$ cat src/rtl/m65c02_pkg.sv
// Shared encodings for the M65C02 register write-back path and the LST output mux.
// Latency: n/a (types, constants and a pure helper function only).
// Backpressure: n/a.
package m65c02_pkg;

    // Destination / LST output select codes. Codes 4, 6 and 7 mean "no write".
    typedef enum logic [2:0] {
        WS_NONE = 3'd0,
        WS_X    = 3'd1,
        WS_Y    = 3'd2,
        WS_A    = 3'd3,
        WS_S    = 3'd5
    } wsel_e;

    // Stack-pointer operations. Code 3 is a no-op, just like STK_NONE.
    typedef enum logic [1:0] {
        STK_NONE = 2'd0,
        STK_PUSH = 2'd1,
        STK_PULL = 2'd2,
        STK_NOP  = 2'd3
    } stkop_e;

    localparam logic [7:0] RST_S  = 8'hFF;
    localparam logic [7:0] STK_PG = 8'h01;

    // Apply the prefix overrides to a destination select.
    // OAX and OAY together cancel out. OSY is applied after the A-swap.
    function automatic logic [2:0] remap_wsel(
        input logic [2:0] ws,
        input logic       oax,
        input logic       oay,
        input logic       osy
    );
        logic [2:0] r;
        r = ws;
        if (oax && !oay) begin
            if (ws == WS_A)      r = WS_X;
            else if (ws == WS_X) r = WS_A;
        end else if (oay && !oax) begin
            if (ws == WS_A)      r = WS_Y;
            else if (ws == WS_Y) r = WS_A;
        end
        if (osy) begin
            if (r == WS_Y)      r = WS_S;
            else if (r == WS_S) r = WS_Y;
        end
        return r;
    endfunction

endpackage

$ cat src/rtl/m65c02_sp_unit.sv
// Stack-pointer arithmetic: next SP, stack address and wrap detection for one StkOp.
// Latency: purely combinational.
// Backpressure: none; the caller decides whether the result is committed.
module m65c02_sp_unit
    import m65c02_pkg::*;
#(
    parameter logic [7:0] pStkPg = STK_PG
) (
    input  logic [7:0]  sp_i,
    input  logic [1:0]  stk_op_i,
    output logic [7:0]  sp_nxt_o,
    output logic [15:0] stk_adr_o,
    output logic        adj_o,
    output logic        ovf_o,
    output logic        unf_o
);

    // A push addresses the current SP before the decrement.
    // A pull addresses SP+1, which is also the post-increment SP.
    always_comb begin
        sp_nxt_o  = sp_i;
        stk_adr_o = {pStkPg, sp_i};
        adj_o     = 1'b0;
        ovf_o     = 1'b0;
        unf_o     = 1'b0;
        case (stk_op_i)
            STK_PUSH: begin
                sp_nxt_o = sp_i - 8'd1;
                adj_o    = 1'b1;
                ovf_o    = (sp_i == 8'h00);
            end
            STK_PULL: begin
                sp_nxt_o  = sp_i + 8'd1;
                stk_adr_o = {pStkPg, sp_i + 8'd1};
                adj_o     = 1'b1;
                unf_o     = (sp_i == 8'hFF);
            end
            default: ;
        endcase
    end

endmodule

$ cat src/rtl/m65c02_reg_wb.sv
// A/X/Y/S write-back with prefix-override remap and stack-pointer adjust.
// Optional sticky wrap flags are enabled by M65C02A_STK_CHK_EN.
// Latency: 1 cycle, input to register output; there is no bypass.
// Backpressure: Rdy low freezes all state; StkAdr still follows the inputs.
module m65c02_reg_wb
    import m65c02_pkg::*;
#(
    parameter logic [7:0] pS_Rst = RST_S,
    parameter logic [7:0] pStkPg = STK_PG
) (
    input  logic        Clk,
    input  logic        Rst,
    input  logic        Rdy,
    input  logic        Val,
    input  logic [2:0]  WSel,
    input  logic        OAX,
    input  logic        OAY,
    input  logic        OSY,
    input  logic [8:0]  Res,
    input  logic [1:0]  StkOp,
    input  logic        ClrStkErr,
    output logic [7:0]  A,
    output logic [7:0]  X,
    output logic [7:0]  Y,
    output logic [7:0]  S,
    output logic [15:0] StkAdr,
    output logic        WrDone,
    output logic        StkOvf,
    output logic        StkUnf
);

    logic [7:0] a_q, x_q, y_q, s_q;
    logic [7:0] a_d, x_d, y_d, s_d;
    logic       wr_done_q, wr_done_d;

    logic [2:0] dst;
    logic       wr_en;
    logic       sp_hit;
    logic       adj_en;
    logic [7:0] sp;
    logic [7:0] sp_nxt;
    logic       sp_adj;
    logic       sp_ovf;
    logic       sp_unf;

    assign dst = remap_wsel(WSel, OAX, OAY, OSY);
    assign sp  = OSY ? y_q : s_q;

    // Decode a real write and whether it lands on the register currently acting as SP.
    always_comb begin
        wr_en = 1'b0;
        case (dst)
            WS_X, WS_Y, WS_A, WS_S: wr_en = Val;
            default:                wr_en = 1'b0;
        endcase
        sp_hit = wr_en && (OSY ? (dst == WS_Y) : (dst == WS_S));
    end

    m65c02_sp_unit #(
        .pStkPg   (pStkPg)
    ) u_sp_unit (
        .sp_i     (sp),
        .stk_op_i (StkOp),
        .sp_nxt_o (sp_nxt),
        .stk_adr_o(StkAdr),
        .adj_o    (sp_adj),
        .ovf_o    (sp_ovf),
        .unf_o    (sp_unf)
    );

    // A write to the SP register wins over the adjustment (e.g. TXS right after a pull).
    assign adj_en = sp_adj && !sp_hit;

    // Next-state for the register bank: adjustment first, then the write overrides it.
    always_comb begin
        a_d       = a_q;
        x_d       = x_q;
        y_d       = y_q;
        s_d       = s_q;
        wr_done_d = wr_en;
        if (adj_en) begin
            if (OSY) y_d = sp_nxt;
            else     s_d = sp_nxt;
        end
        if (wr_en) begin
            case (dst)
                WS_X:    x_d = Res[7:0];
                WS_Y:    y_d = Res[7:0];
                WS_A:    a_d = Res[7:0];
                WS_S:    s_d = Res[7:0];
                default: ;
            endcase
        end
    end

    // Register bank update, gated by Rdy; reset takes priority over Rdy.
    always_ff @(posedge Clk) begin
        if (Rst) begin
            a_q       <= 8'h00;
            x_q       <= 8'h00;
            y_q       <= 8'h00;
            s_q       <= pS_Rst;
            wr_done_q <= 1'b0;
        end else if (Rdy) begin
            a_q       <= a_d;
            x_q       <= x_d;
            y_q       <= y_d;
            s_q       <= s_d;
            wr_done_q <= wr_done_d;
        end
    end

    assign A      = a_q;
    assign X      = x_q;
    assign Y      = y_q;
    assign S      = s_q;
    assign WrDone = wr_done_q;

`ifdef M65C02A_STK_CHK_EN
    logic ovf_q, unf_q;
    logic unused_res;

    assign unused_res = Res[8];

    // Sticky wrap flags; a clear beats a same-cycle set, and a discarded adjust sets nothing.
    always_ff @(posedge Clk) begin
        if (Rst) begin
            ovf_q <= 1'b0;
            unf_q <= 1'b0;
        end else if (Rdy) begin
            if (ClrStkErr) begin
                ovf_q <= 1'b0;
                unf_q <= 1'b0;
            end else begin
                if (adj_en && sp_ovf) ovf_q <= 1'b1;
                if (adj_en && sp_unf) unf_q <= 1'b1;
            end
        end
    end

    assign StkOvf = ovf_q;
    assign StkUnf = unf_q;
`else
    logic unused_chk;

    assign unused_chk = ^{Res[8], ClrStkErr, sp_ovf, sp_unf};
    assign StkOvf     = 1'b0;
    assign StkUnf     = 1'b0;
`endif

endmodule

$ cat config.mk
export PLATFORM = sky130hd
export DESIGN_NAME = m65c02_reg_wb
export DESIGN_NICKNAME = d
export VERILOG_FILES = /design/src/rtl/m65c02_pkg.sv /design/src/rtl/m65c02_sp_unit.sv /design/src/rtl/m65c02_reg_wb.sv
export SDC_FILE = /design/constraint.sdc
export NUM_CORES = 1
export LEC_CHECK = 0
export BUFFER_PORTS_ARGS = -buffer_cell sky130_fd_sc_hd__buf_2
export CORE_MARGIN = 1
export CORE_UTILIZATION = 30
export DETAILED_ROUTE_END_ITERATION = 6
export PLACE_DENSITY_LB_ADDON = 0.25
export SYNTH_ARGS = -nofsm -noshare
export SYNTH_HDL_FRONTEND = slang
export SYNTH_SLANG_ARGS = --single-unit
export TNS_END_PERCENT = 10
$ cat constraint.sdc
create_clock -name Clk -period 2.4 [get_ports Clk]
set_input_delay 0.24 -clock Clk [delete_from_list [all_inputs] [get_ports Clk]]
set_output_delay 0.24 -clock Clk [all_outputs]
set_load 0.02 [all_outputs]
==> impl_metrics.env <==
export IMPL_status="finished clean"
export IMPL_vias=2237
export IMPL_final_antenna_net_count=0
export IMPL_die_x_um=90.0
export IMPL_start_kind="flop"
export IMPL_cts_resized=0
export IMPL_port_buffers=60
export IMPL_met1_length_mm=3.05
export IMPL_criticalPathCategory="flop to primary output"
export IMPL_insertion_delay_ns=0.28
export IMPL_slew_viol_final=0
export IMPL_grt_pass1_wl_mm=10.5
export IMPL_grt_pass1_vias=2138
export IMPL_synthCells=282
export IMPL_worst_slack_ns=0.297
export IMPL_dr_pass1_iters=4
export IMPL_htree_levels=2
export IMPL_wl_per_cell_um=14.2
export IMPL_cts_tree="yes"
export IMPL_start_util_pct=31.5
export IMPL_clk_pin_slew_ns=0.07
export IMPL_io_pins=73
export IMPL_crit_chain="inv_1 -> o21ai_1 -> ha_1 -> nand2_1 -> nor3b_1 -> xnor2_1 -> buf_2"
export IMPL_highest_layer="met4"
export IMPL_hold_class="input pin to flop"
export IMPL_worst_pin_slew_ns=0.590
export IMPL_ir_worst_vdd_v=0.000406
export IMPL_setup_viol=0
export IMPL_via_per_inst=5.05
export IMPL_die_area_mm2=0.00811
export IMPL_drt_iter0_markers=104
export IMPL_core_area_mm2=0.00737
export IMPL_cp_slowest_stage_delay_ns=0.36
export IMPL_cts_buffers=5
export IMPL_n_antenna_cell=0
export IMPL_cts_setup_buffers=0
export IMPL_yosysTopAreaCellShare_pct=28.4
export IMPL_rows=31
export IMPL_antenna_found_initial=0
export IMPL_area_growth_pct=20.5
export IMPL_final_cell_count_no_fill=443
export IMPL_cellPowerDensity_mw_per_mm2=553
export IMPL_die_height_um=90.0
export IMPL_ys_flop_type="dfxtp_1"
export IMPL_post_place_ws_ns=0.171
export IMPL_fmaxAchievable_mhz=476
export IMPL_drive_gt1_share_pct=29.9
export IMPL_ys_seq_area_share_pct=28.4
export IMPL_cts_sinks=33
export IMPL_synth_area_per_cell_um2=8.24
export IMPL_final_setup_tns_ns=0
export IMPL_syn_area_mm2=0.00232
export IMPL_grt_usage_pct=15.8
export IMPL_synth_top_cell_by_area="dfxtp_1"
export IMPL_yosysWarnings=0
export IMPL_finalWirelength_mm=6.27
export IMPL_synth_edff_count=0
export IMPL_worstSetupEndpointType="primary output"
export IMPL_clock_skew_ns=0.00457
export IMPL_slew_headroom_pct=60.7
export IMPL_arrival_ns=1.86
export IMPL_dp_cells=435
export IMPL_synthTopCellsByArea="dfxtp_1, mux2i_1, xnor2_1"
export IMPL_synth_seq_cells=33
export IMPL_gp_congestion=0.808
export IMPL_drc_errors=0
export IMPL_grt_max_degree=34
export IMPL_max_cap_violations=0
export IMPL_hold_violations=0
export IMPL_postCtsHoldBufs=0
export IMPL_nets=370
export IMPL_fin_crit_ns=2.10
export IMPL_rsz0062_at_grt="no"
export IMPL_dpl_hpwl_mm=4.85
export IMPL_wl_met2_mm=2.84
export IMPL_cts_path_max_buffers=2
export IMPL_synthArstFlopShare_pct=0
export IMPL_fin_crit_sh_pct=87.6
export IMPL_ys_top_cells_by_count="dfxtp_1, nor2_1, nand2_1"
export IMPL_cts_root_buffer="clkbuf_8"
export IMPL_power_total_mw=1.55
export IMPL_wl_met3_um=319
export IMPL_cp_slowest_cell="dfxtp_1"
export IMPL_critPathMaxFanout=5
export IMPL_overflow=0
export IMPL_cellLeakagePower_nw=1.25
export IMPL_synth_cell_types=60
export IMPL_worstPathRequired_ns=2.16
export IMPL_yosysMostFrequentCell="dfxtp_1"
[cells by family after synthesis]
family / after synthesis / share of synthesized area, %
XOR/XNOR: 14 / 5.27
flip-flops: 33 / 28.4
buffers and inverters: 35 / 8.40
AO/OA/AOI/OAI: 69 / 21.4
adder cells (fa/ha/maj): 5 / 2.69
multiplexers: 25 / 11.4
other: 2 / 0.323
AND/OR/NAND/NOR: 99 / 22.1
[cells in the final DEF (no fill, tap or decap), types with 2 or more instances in the layout]
master / instances
nor2_1: 29
nor3_1: 8
a211oi_1: 4
conb_1: 10
o221a_2: 2
ha_1: 5
inv_1: 10
o21ai_1: 6
nand4b_1: 2
a21oi_1: 15
clkbuf_8: 7
buf_2: 60
or2_2: 2
nor3b_1: 6
o211ai_1: 3
nand2_1: 22
buf_4: 10
mux2i_1: 15
a21o_1: 2
a221oi_1: 4
xnor2_1: 13
nand4_1: 2
o22ai_1: 7
a22oi_1: 5
nor2b_1: 7
nand3b_1: 2
o21ai_0: 6
nand2b_1: 2
nand3_1: 8
mux2_2: 9
dfxtp_1: 33
[final cells by class]
class / count / area, um2
clock buffer: 7 / 96.3
multi-input combinational: 222 / 1500
inverter: 11 / 41.3
tap: 99 / 124
timing repair buffer: 70 / 375
fill: 783 / 4570
sequential: 33 / 661
clock inverter: 1 / 5.00
[final timing paths]
| check | from | endpoint | slack (ns) | cells past startpoint |
|---|---|---|---|---|
| worst max-delay path | S[1]$_SDFFE_PP1P_ | StkAdr[6] | 0.30 | 7 |
| worst min-delay path | Res[3] | A[3]$_SDFFE_PP0P_ | 0.22 | 3 |
| worst max register to register | Y[0]$_SDFFE_PP0P_ | S[4]$_SDFFE_PP1P_ | 0.31 | 8 |
| worst min register to register | A[1]$_SDFFE_PP0P_ | A[1]$_SDFFE_PP0P_ | 0.46 | 2 |
[metal layers]
metal / vias up / GRT usage, %
li1: 1123 / -
met1: 1041 / 20.9
met2: 65 / 26.0
met3: 8 / 3.47
met4: 0 / 3.90
met5: - / 0
[worst max-delay path: cells and delay by family (launching register included)]
kind | cells | cell delay, ns
flip-flops | 1 | 0.36
XOR/XNOR | 1 | 0.14
buffers and inverters | 2 | 0.25
adder cells (fa/ha/maj) | 1 | 0.28
AO/OA/AOI/OAI | 1 | 0.22
AND/OR/NAND/NOR | 2 | 0.34
[registers in the layout, indices dropped and copies added (netlist names)]
name	cells
S	8
X	8
A	8
WrDone	1
Y	8
[power breakdown]
group	switching (mW)	internal (mW)	leakage, nW
sequential	0.0317	0.574	0.269
combinational	0.288	0.192	0.926
clock	0.204	0.259	0.0542
total	0.523	1.03	1.25
[stage by stage]
step	instance area, um2	hold WS (ns)	util, %
after global routing	2800	0.223	38.0
after detailed placement	2700	0.447	36.6
after floorplan	2350	0.384	-
after CTS	2800	0.213	38.0
final	2800	0.222	38.0
after global placement	2700	0.445	36.6
Power figures use the tool's default switching activity.
